## src/rtl/multicycle_controller.sv

```systemverilog
// Multi-cycle RV32I control unit: sequences FETCH/DECODE/EXEC/MEM/WB with memory
// ready handshakes, traps unknown opcodes and memory timeouts, counts retired instructions.
module multicycle_controller #(
  parameter int TIMEOUT = 16,
  parameter int CNT_W   = 32
) (
  input  logic             clk,
  input  logic             rst_n,
  input  logic             run,
  input  logic [6:0]       Opcode,
  input  logic             branch_taken,
  input  logic             imem_ready,
  input  logic             dmem_ready,
  output logic             imem_req,
  output logic             IRWrite,
  output logic             ALUSrc,
  output logic [2:0]       ALUOp,
  output logic             MemRead,
  output logic             MemWrite,
  output logic [1:0]       MemtoReg,
  output logic             RegWrite,
  output logic             PCWrite,
  output logic [1:0]       pc_sel,
  output logic             illegal,
  output logic [CNT_W-1:0] instret
);

  localparam logic [6:0] OP_R    = 7'b0110011;
  localparam logic [6:0] OP_LW   = 7'b0000011;
  localparam logic [6:0] OP_SW   = 7'b0100011;
  localparam logic [6:0] OP_I    = 7'b0010011;
  localparam logic [6:0] OP_BR   = 7'b1100011;
  localparam logic [6:0] OP_JAL  = 7'b1101111;
  localparam logic [6:0] OP_JALR = 7'b1100111;

  localparam int                WAIT_W   = (TIMEOUT > 0) ? $clog2(TIMEOUT + 1) : 1;
  localparam logic [WAIT_W-1:0] WAIT_MAX = WAIT_W'(TIMEOUT);

  typedef enum logic [2:0] {
    S_IDLE, S_FETCH, S_DECODE, S_EXEC, S_MEM, S_WB, S_ERR
  } state_t;

  state_t            state, state_next;
  logic [6:0]        op_q;
  logic [WAIT_W-1:0] wait_cnt;

  logic is_lw, is_sw, is_br, is_jal, is_jalr, uses_imm, is_link;
  logic opcode_known, waiting, timed_out, retire;
  logic [2:0] alu_class;
  state_t     retire_target;

  assign is_lw    = (op_q == OP_LW);
  assign is_sw    = (op_q == OP_SW);
  assign is_br    = (op_q == OP_BR);
  assign is_jal   = (op_q == OP_JAL);
  assign is_jalr  = (op_q == OP_JALR);
  assign is_link  = is_jal | is_jalr;
  assign uses_imm = is_lw | is_sw | is_jalr | (op_q == OP_I);

  assign opcode_known = (Opcode == OP_R)  || (Opcode == OP_LW)  || (Opcode == OP_SW) ||
                        (Opcode == OP_I)  || (Opcode == OP_BR)  || (Opcode == OP_JAL) ||
                        (Opcode == OP_JALR);

  // A wait cycle is one with a memory request up and no ready; ready on the limit cycle still wins.
  assign waiting   = ((state == S_FETCH) && !imem_ready) || ((state == S_MEM) && !dmem_ready);
  assign timed_out = (TIMEOUT != 0) && waiting && (wait_cnt == WAIT_MAX);

  assign retire = ((state == S_EXEC) && is_br) ||
                  ((state == S_MEM) && is_sw && dmem_ready) ||
                  (state == S_WB);
  assign retire_target = run ? S_FETCH : S_IDLE;

  always_comb begin
    alu_class = 3'b000;
    case (op_q)
      OP_I, OP_JALR: alu_class = 3'b010;
      OP_LW:         alu_class = 3'b011;
      OP_SW:         alu_class = 3'b001;
      OP_BR:         alu_class = 3'b100;
      default:       alu_class = 3'b000;
    endcase
  end

  // NOTE: sequential state uses non-blocking assignments so every register samples pre-edge values.
  always_ff @(posedge clk or negedge rst_n) begin
    if (!rst_n) begin
      state    <= S_IDLE;
      op_q     <= '0;
      wait_cnt <= '0;
      instret  <= '0;
    end else begin
      state <= state_next;
      if (state == S_DECODE) op_q <= Opcode;
      if (waiting && (TIMEOUT != 0)) wait_cnt <= wait_cnt + WAIT_W'(1);
      else                           wait_cnt <= '0;
      if (retire) instret <= instret + CNT_W'(1);
    end
  end

  // NOTE: next state defaults to the current state so no path leaves it unassigned (no latch).
  always_comb begin
    state_next = state;
    case (state)
      S_IDLE:   if (run) state_next = S_FETCH;
      S_FETCH:  if (imem_ready)     state_next = S_DECODE;
                else if (timed_out) state_next = S_ERR;
      S_DECODE: state_next = opcode_known ? S_EXEC : S_ERR;
      S_EXEC:   if (is_br)              state_next = retire_target;
                else if (is_lw | is_sw) state_next = S_MEM;
                else                    state_next = S_WB;
      S_MEM:    if (dmem_ready)     state_next = is_lw ? S_WB : retire_target;
                else if (timed_out) state_next = S_ERR;
      S_WB:     state_next = retire_target;
      S_ERR:    state_next = S_ERR;
      default:  state_next = S_IDLE;
    endcase
  end

  always_comb begin
    imem_req = 1'b0;
    IRWrite  = 1'b0;
    ALUSrc   = 1'b0;
    ALUOp    = 3'b000;
    MemRead  = 1'b0;
    MemWrite = 1'b0;
    MemtoReg = 2'b00;
    RegWrite = 1'b0;
    PCWrite  = 1'b0;
    pc_sel   = 2'b00;
    illegal  = 1'b0;
    case (state)
      S_FETCH: begin
        imem_req = 1'b1;
        IRWrite  = imem_ready;
      end
      S_EXEC: begin
        ALUSrc = uses_imm;
        ALUOp  = alu_class;
        if (is_br) begin
          PCWrite = 1'b1;
          pc_sel  = {1'b0, branch_taken};
        end else if (is_link) begin
          PCWrite = 1'b1;
          pc_sel  = is_jal ? 2'b10 : 2'b11;
        end
      end
      S_MEM: begin
        ALUSrc   = uses_imm;
        ALUOp    = alu_class;
        MemRead  = is_lw;
        MemWrite = is_sw;
        PCWrite  = is_sw && dmem_ready;
      end
      S_WB: begin
        RegWrite = 1'b1;
        MemtoReg = is_lw ? 2'b01 : (is_link ? 2'b10 : 2'b00);
        PCWrite  = !is_link;
      end
      S_ERR:   illegal = 1'b1;
      default: ;
    endcase
  end

endmodule

```

## config.mk

```make
export PLATFORM = sky130hd
export DESIGN_NAME = multicycle_controller
export DESIGN_NICKNAME = d
export VERILOG_FILES = /design/src/rtl/multicycle_controller.sv
export SDC_FILE = /design/constraint.sdc
export NUM_CORES = 1
export LEC_CHECK = 0
export ABC_AREA = 1
export BUFFER_PORTS_ARGS = -buffer_cell sky130_fd_sc_hd__buf_2
export CAP_MARGIN = 20
export CORE_MARGIN = 2
export CORE_UTILIZATION = 60
export DETAILED_ROUTE_END_ITERATION = 10
export PLACE_DENSITY = 0.87
export SLEW_MARGIN = 20
export SYNTH_ARGS = -nofsm -noshare
export SYNTH_HDL_FRONTEND = slang
export SYNTH_SLANG_ARGS = --single-unit
```

## constraint.sdc

```tcl
create_clock -name clk -period 2.5 [get_ports clk]
set_clock_uncertainty 0.1 [all_clocks]
set_input_delay 0.375 -clock clk [delete_from_list [all_inputs] [get_ports clk]]
set_output_delay 0.375 -clock clk [all_outputs]
set_load 0.05 [all_outputs]
```

* After elaboration in Yosys (flattened, before gate mapping) *
Index checks and enable logic that the tools add are counted.

word-level totals
  register bits = 47
  ROM bits = 0
  memories = 0
  bits in latches = 0
  memory bits (writable) = 0
  word-level logic and storage cells = 83
  bits of input ports = 13
  output and inout port bits = 47

operators by class
  divide/modulo/power cells = 0
  eq/ne operators = 21
  multiply operators = 0
  magnitude comparators = 0
  reduce and logical (&&, ||, !) cells = 22
  bitwise gates (word level) = 4
  mux-type cells = 30
  shift operators = 0
  $add $sub $neg = 2

operators with widths
  cell                     count
  $eq A7 B7 Y1 const B     6
  $add A32 B1 Y32 const B  1
  $mux W3                  8
  $eq A7 B6 Y1 const B     3
  $pmux W3 S7              1
  $eq A7 B2 Y1 const B     2
  $eq A7 B5 Y1 const B     2
  $mux W1                  12
  $mux W2                  6
  $pmux W3 S4              1
  $eq A3 B3 Y1 const B     3
  $logic_or A1 B1 Y1       9
  $logic_and A1 B1 Y1      7
  $eq A3 B2 Y1 const B     2
  $add A5 B1 Y5 const B    1
  $eq A5 B5 Y1 const B     1
  $mux W5                  1
  $or A1 B1 Y1             4
  $reduce_or A2 Y1         2
  $eq A3 B1 Y1 const B     1
  $logic_not A1 Y1         3
  $logic_not A3 Y1         1
  $pmux W1 S3              1
  $ne A2 B2 Y1 const B     1

* Depth between registers and ports, before layout *
Gate-level depths: netlist of run 1.

  depth in word-level cells = 9
  gate-level depth with buffers = 10
  gate-level depth less buffers = 10

* Least setup slack after synthesis of run 1 *
OpenSTA, ideal clock, no wires.

  path kind = flip-flop to output port
  start point = reg op_q[3]
  end point = out MemWrite
  buffers on the path = 0
  path slack = -0.206 ns
  stages on the path, launching flop included = 6
  data required time = 2.025 ns
  arrival = 2.231 ns
  path through = dfrtp_1 > nor2_1 > nand2_1 > nor2_1 > inv_1 > nor4_1

on the way
  cells in the longest elaborated chain, start to end = 2

RTL lines
  element                   line  RTL
  start: declaration        44    logic [6:0] op_q;
  start signal: assignment  93    if (state == S_DECODE) op_q <= Opcode;
  $eq A7 B6 Y1              53    assign is_sw = (op_q == OP_SW);
  $mux W1                   131   case (state)
  end: declaration          19    output logic MemWrite,

Every way passes these cells.

* Worst setup path in the final report of run 1 *
  start point = reg op_q[3]
  end point = out ALUSrc

on the way
  cells in the longest elaborated chain, start to end = 5
  elaborated cells on any way between the ends = 8
  those cells by class = eq/ne: 4; mux: 1; bitwise: 3

RTL lines
  element                                              line    RTL
  $eq A7 B2 Y1 / $eq A7 B6 Y1 (equally long branches)  52, 53
  $or A1 B1 Y1 (2 in a row)                            58      assign uses_imm = is_lw | is_sw | is_jalr | (op_q == OP_I);
  $or A1 B1 Y1 *                                       58
  $mux W1 *                                            131
  end: declaration                                     16      output logic ALUSrc,

Mark *: on every way between the ends. The rest lies on a longest branch, timed or not.

==> results.json, run 1 <==
{
  "result_of_the_run": "finished, final reports clean",
  "finish.cell_count_without_fillers": 616,
  "ant_nets": 0,
  "number_of_max_cap_violations": 0,
  "syn-num-nets": 499,
  "worst-slew-pin-transition_ns": 0.501,
  "slew_violations": 0,
  "clock_tree_from_tritoncts": "yes",
  "final_min_period_over_clock_period_pct": 92.4,
  "grt_antenna_before_repair": 0,
  "die_h_um": 76.9,
  "max-slew-margin-rel_pct": 66.6,
  "vias": 3361,
  "synth.cell_area_sq_um": 3190,
  "regToRegStartpoint": "state[0]$_DFFE_PN0P_",
  "total_leakage_power_nw": 1.86,
  "drt-initial-drc-count": 286,
  "worst_setup_hold_path_clk_slew_ns": 0.08,
  "global_route.overflow_total": 0,
  "drt_first_pass_iters": 5,
  "clk_sinks": 47,
  "post_drt_via_cell_ratio": 5.46,
  "final.min_clock_period_ns": 2.31,
  "post_synth_num_cell_types": 29,
  "netlist_instances": 483,
  "cts_htree_levels": 2,
  "wire_per_inst_um": 13.2,
  "synth_ff_type": "dfrtp_1",
  "detailedPlacementHpwl_um": 6100,
  "clock_tree.buffer_depth": 2,
  "worstSetupEndpointType": "primary output",
  "detail_route.drc_violations": 0,
  "tritoncts.num_buffers": 5,
  "grt_start_max_net_pins": 45,
  "power_density_nw_per_um2": 652,
  "clock_latency_ns": 0.31,
  "worst_hold_check_path_type": "in2reg",
  "die_x_um": 76.9,
  "drive_gt1_share_pct": 16.8,
  "syn_area_per_cell_sq_um": 6.60,
  "core_area_sq_um": 5110,
  "ir_drop_v": 0.000594,
  "postSynth.asyncResetShare_pct": 100,
  "number_of_cells_after_detailed_placement": 608,
  "timing.critical_path.from": "op_q[3]$_DFFE_PN0N_",
  "critical_path_required_ns": 2.03,
  "synth_seq_cells": 47,
  "initial_core_util_pct": 62.4,
  "root_buffer_selected_by_cts": "clkbuf_8",
  "port-buffer-count": 59,
  "finalNetCount": 563,
  "start_kind": "register",
  "layout-area-overhead-vs-synth_pct": 14.0,
  "totalPowerFinal_w": 0.00237,
  "max_freq_mhz": 433,
  "diodes": 0,
  "number_of_enable_type_register_cells_in_the_synthesized_netlist": 0,
  "die-area_sq_um": 5910,
  "synth_sequential_area_ratio_pct": 36.9,
  "routed_wirelength_um": 8160,
  "via_count_of_the_first_global_routing_pass": 3125,
  "grt_first_pass_wirelength_um": 14000,
  "ys.warnings.count": 0,
  "hold_viol_final": 0,
  "timing.critical_path.arrival_ns": 1.83,
  "timing_worst_setup_path_type": "reg2out",
  "setup-violations-final": 0,
  "global_route.usage.total_pct": 28.8,
  "gpl.final_weighted_congestion": 0.956,
  "holdCritStartpoint": "Opcode[0]",
  "worst_path_maximum_fanout": 4,
  "standard_cell_rows": 26,
  "io-pin-count": 60
}
-- flip-flops by register name, indices dropped and copies added (netlist names) --
| signal | flops |
|---|---|
| wait_cnt | 5 |
| op_q | 7 |
| instret | 32 |
| state | 3 |
-- logic make-up after synthesis --
family	synth area share [%]
compound gates	4.51
xor+xnor	3.26
fa+ha+maj	1.18
buf+inv	8.98
flops	36.9
simple gates	45.2
-- placed cells by master (no fill, tap or decap) --
cell / count
nand3b_1: 10
xnor2_1: 1
dfrtp_1: 47
dlygate4sd3_1: 1
nand3_2: 4
nor3_2: 1
xor2_1: 9
nand4_1: 20
o21ai_0: 11
nand2_1: 177
nor4_2: 1
nand2_2: 2
xor2_2: 1
clkbuf_1: 1
nor2_1: 77
clkbuf_4: 1
inv_1: 46
nor2_4: 1
nor3_1: 13
clkbuf_8: 5
and3_1: 1
nand3_4: 1
ha_1: 3
a21oi_1: 3
o2111ai_1: 1
buf_2: 57
nor2_2: 3
buf_4: 9
o21ai_1: 13
nand3_1: 20
inv_2: 6
-- synthesized netlist by cell type (2+ instances only) --
cell type / n / area, sq um
nand3_1: 20 / 100
o21ai_1: 13 / 65.1
dfrtp_1: 47 / 1180
inv_2: 6 / 22.5
nand3_2: 4 / 40.0
inv_1: 46 / 173
nand3b_1: 10 / 75.1
clkbuf_1: 2 / 7.51
nor2_2: 3 / 18.8
xor2_1: 9 / 78.8
nor3_1: 13 / 65.1
o21ai_0: 11 / 55.1
buf_6: 5 / 56.3
nand2_2: 2 / 12.5
ha_1: 3 / 37.5
a21oi_1: 3 / 15.0
buf_4: 3 / 22.5
nand4_1: 20 / 125
nand2_1: 177 / 664
nor2_1: 77 / 289
-- final timing paths --
path / slack [ns] / end / cells after the start
worst max-delay path: 0.19 / ALUSrc / 8
worst min-delay path: 0.18 / op_q[0]$_DFFE_PN0N_ / 3
worst max register to register: 0.55 / instret[6]$_DFFE_PN0P_ / 8
worst min register to register: 0.39 / op_q[0]$_DFFE_PN0N_ / 2
max in group asynchronous: 1.23 / instret[23]$_DFFE_PN0P_ / 3
min in group asynchronous: 0.49 / instret[10]$_DFFE_PN0P_ / 2
-- area by class of cell --
type	instances	area, sq um
clock buffers	6	72.6
repair buffers	68	370
multi-input cells	373	1730
inverters	52	195
fillers	453	1470
well taps	70	87.6
flip-flops and latches	47	1180
-- timing repair --
item                                    in CTS  in global routing
hold buffers                                 1                  0
endpoints found under the setup margin       0                  2
gates resized for setup                      0                  3
setup buffers                                0                  1
hold endpoints to repair                    20                  0
-- routing by layer --
| metal | global-route usage, % | wire length (um) | part of all wire (%) |
|---|---|---|---|
| met5 | 0 | 0 | 0 |
| met4 | 8.73 | 183 | 2.2 |
| met3 | 4.59 | 498 | 6.1 |
| met2 | 52.4 | 4100 | 50 |
| met1 | 34.7 | 3380 | 41 |
-- power breakdown --
| group | internal, W | switching, W | leakage [nW] |
|---|---|---|---|
| registers | 0.000880 | 0.000149 | 0.635 |
| clock network | 0.000187 | 0.000249 | 0.0371 |
| logic | 0.000238 | 0.000668 | 1.19 |
| total | 0.00131 | 0.00107 | 1.86 |
-- per-stage QoR --
stage / utilization, % / cell area (sq um) / TNS, ns / worst slack (ns) / hold WS (ns)
finish: 71.2 / 3630 / 0 / 0.191 / 0.184
global route: 71.2 / 3630 / -0.0106 / -0.0106 / 0.200
CTS: 70.9 / 3620 / 0 / 0.166 / 0.182
detailed placement: 69.3 / 3540 / 0 / 0.505 / 0.272
global placement: 69.3 / 3540 / 0 / 0.574 / 0.259
floorplan: - / 3200 / 0 / 0.126 / -0.0206
-- critical path, stage by stage, from the launching register on --
cell and delay, ns:
dfrtp_1 0.41, nor2_1 0.13, nand2_1 0.12, nor2_1 0.17, inv_1 0.09, nor3_1 0.15
o21ai_0 0.12, o21ai_0 0.09, clkbuf_4 0.25
Note: power is estimated with default switching activity, not from simulation.
==> run 2, diff against run 1 <==
--- a/config.mk
+++ b/config.mk
@@ -6,12 +6,12 @@
 export NUM_CORES = 1
 export LEC_CHECK = 0
 export ABC_AREA = 1
-export BUFFER_PORTS_ARGS = -buffer_cell sky130_fd_sc_hd__buf_2
 export CAP_MARGIN = 20
 export CORE_MARGIN = 2
-export CORE_UTILIZATION = 60
+export CORE_UTILIZATION = 65
 export DETAILED_ROUTE_END_ITERATION = 10
-export PLACE_DENSITY = 0.87
+export DONT_BUFFER_PORTS = 1
+export PLACE_DENSITY = 0.83
 export SLEW_MARGIN = 20
 export SYNTH_ARGS = -nofsm -noshare
 export SYNTH_HDL_FRONTEND = slang
==> constraint.sdc (replaced) <==
create_clock -name clk -period 2.5 [get_ports clk]
set_clock_uncertainty 0.1 [all_clocks]
set_input_delay 0.5 -clock clk [delete_from_list [all_inputs] [get_ports clk]]
set_output_delay 0.5 -clock clk [all_outputs]
set_load 0.05 [all_outputs]
==> results.json, run 2 (synthesis gave the netlist of run 1 again) <==
{
  "result_of_the_run": "finished, final reports clean",
  "slew_violations": 0,
  "worst-slew-pin-transition_ns": 0.517,
  "combPwrFrac_pct": 37.3,
  "clockPowerShare_pct": 23.1,
  "number_of_max_cap_violations": 0,
  "max-slew-margin-rel_pct": 65.5,
  "swShare_pct": 42.5,
  "cell_by_cell_listing_of_the_critical_path": "nor2_1, nand2_1, nor2_2, inv_1, nor3_1, o21ai_0, o21ai_0, buf_4",
  "worstSetupEndpointType": "primary output",
  "finish.cell_count_without_fillers": 598,
  "clock_latency_ns": 0.31,
  "power_density_nw_per_um2": 685,
  "wire_per_inst_um": 13.6,
  "timing_worst_setup_path_type": "reg2out",
  "layout-area-overhead-vs-synth_pct": 16.9,
  "layout.cells.most_common_list": "nand2_1, nor2_1, buf_4",
  "vias": 3355,
  "final_min_period_over_clock_period_pct": 95.6,
  "gpl.final_weighted_congestion": 0.914,
  "ir_drop_v": 0.000771,
  "slowest_stage_cell_on_the_critical_path": "dfrtp_1",
  "worst_setup_hold_path_clk_slew_ns": 0.08,
  "die-area_sq_um": 5480,
  "slowest_delay_ns": 0.42,
  "grt_start_max_net_pins": 48,
  "timing.critical_path.arrival_ns": 1.79,
  "io-pin-count": 60,
  "via_count_of_the_first_global_routing_pass": 3132,
  "final_design_utilization_pct": 78.9,
  "top_register": "instret",
  "fin_tns_setup_ns": 0,
  "critical_path_required_ns": 1.90,
  "detail_route.drc_violations": 0,
  "layout_top_registers": "instret: 32 flops, op_q: 7 flops, wait_cnt: 5 flops",
  "setup-violations-final": 0,
  "number_of_cells_after_detailed_placement": 587,
  "port-buffer-count": 0,
  "drive_gt1_share_pct": 15.1,
  "mostFrequentLayoutCell": "nand2_1",
  "global_route.usage.total_pct": 31.7,
  "hold_viol_final": 0,
  "totalPowerFinal_w": 0.00255,
  "finalNetCount": 546,
  "tritoncts.num_buffers": 5,
  "drt-initial-drc-count": 216,
  "detailedPlacementHpwl_um": 6090,
  "total_leakage_power_nw": 1.82,
  "final.min_clock_period_ns": 2.39,
  "root_buffer_selected_by_cts": "clkbuf_8",
  "standard_cell_rows": 25,
  "die_h_um": 74.0,
  "clock_tree.buffer_depth": 2,
  "min_path_cells": 2,
  "grt_antenna_before_repair": 0,
  "intPower_w": 0.00147,
  "grt_first_pass_wirelength_um": 13400,
  "r2r.worst_path.cells": 8,
  "max_freq_mhz": 418,
  "worst_hold_check_path_type": "in2reg",
  "clock_tree_from_tritoncts": "yes",
  "diodes": 0,
  "die_x_um": 74.0,
  "worst_path_maximum_fanout": 4,
  "start_kind": "register",
  "initial_core_util_pct": 67.5,
  "largest_reg_flops": 32,
  "cts_htree_levels": 2,
  "post_drt_via_cell_ratio": 5.61,
  "routed_wirelength_um": 8110,
  "core_area_sq_um": 4720,
  "power.net_switching_w": 0.00108,
  "drt_first_pass_iters": 6,
  "global_route.overflow_total": 0,
  "power_frac_seq_pct": 39.6,
  "cpMostUsedCell": "o21ai_0",
  "ant_nets": 0,
  "clk_sinks": 47,
  "worst_slack_on_hold_paths_ns": 0.214
}
-- run 2: cell types whose count changed in the layout (fill, tap and decap cells not counted), sizes merged --
cell    before  now
bufinv       0    1
clkinv       0    1
clkbuf       7    6
buf         66   50
-- run 2: cell type report --
class | count | area (sq um)
multi-input cells | 373 | 1740
clock inverters | 2 | 35.0
clock buffers | 6 | 82.6
well taps | 67 | 83.8
repair buffers | 51 | 418
fillers | 359 | 995
inverters | 52 | 195
flip-flops and latches | 47 | 1180
-- run 2: routing by layer --
metal	vias up	GRT usage, %	share of wire [%]	wire [um]
li1	1624	-	-	-
met1	1530	36.6	40	3220
met2	157	56.3	50	4060
met3	44	5.01	6.1	491
met4	0	17.0	4.1	331
met5	-	0	0	0
-- run 2: critical path, delay by kind of cell, from the launching register on --
| family | cells | cell delay (ns) |
|---|---|---|
| and+or+nand+nor | 4 | 0.55 |
| buffers and inverters | 2 | 0.31 |
| DFF | 1 | 0.42 |
| AOI/OAI and AO/OA | 2 | 0.21 |
-- run 2: power by group through the flow --
| stage | sequential (W) | combinational [W] | clock (W) |
|---|---|---|---|
| after floorplan | 0.00113 | 0.000595 | 0 |
| after global placement | 0.00100 | 0.000891 | 0 |
| after detailed placement | 0.00102 | 0.000920 | 0 |
| after CTS | 0.00100 | 0.000945 | 0.000590 |
| after global routing | 0.00103 | 0.00105 | 0.000628 |
| final | 0.00101 | 0.000953 | 0.000589 |
-- run 2: final timing paths --
| kind | start | to | slack [ns] |
|---|---|---|---|
| min in group asynchronous | rst_n | instret[3]$_DFFE_PN0P_ | 0.61 |
| max in group asynchronous | rst_n | op_q[4]$_DFFE_PN0N_ | 1.45 |
| hold reg to reg | op_q[0]$_DFFE_PN0N_ | op_q[0]$_DFFE_PN0N_ | 0.38 |
| setup / recovery | op_q[3]$_DFFE_PN0N_ | ALUOp[1] | 0.11 |
| setup reg to reg | state[0]$_DFFE_PN0P_ | instret[7]$_DFFE_PN0P_ | 0.57 |
| hold / removal | Opcode[6] | op_q[6]$_DFFE_PN0N_ | 0.21 |
-- run 2: metrics by stage --
stage / setup slack, ns / cell area [sq um]
5_1_grt: -0.00963 / 3730
6_report: 0.109 / 3730
3_3_place_gp: 0.474 / 3560
2_1_floorplan: 0.00148 / 3200
4_1_cts: 0.0754 / 3720
3_5_place_dp: 0.423 / 3560
-- run 2: what timing repair did --
item | 4_1_cts | 5_1_grt
hold buffers | 2 | 0
resized for setup | 0 | 2
hold endpoints to repair | 47 | 0
endpoints found under the setup margin | 0 | 3
buffers inserted | 0 | 1
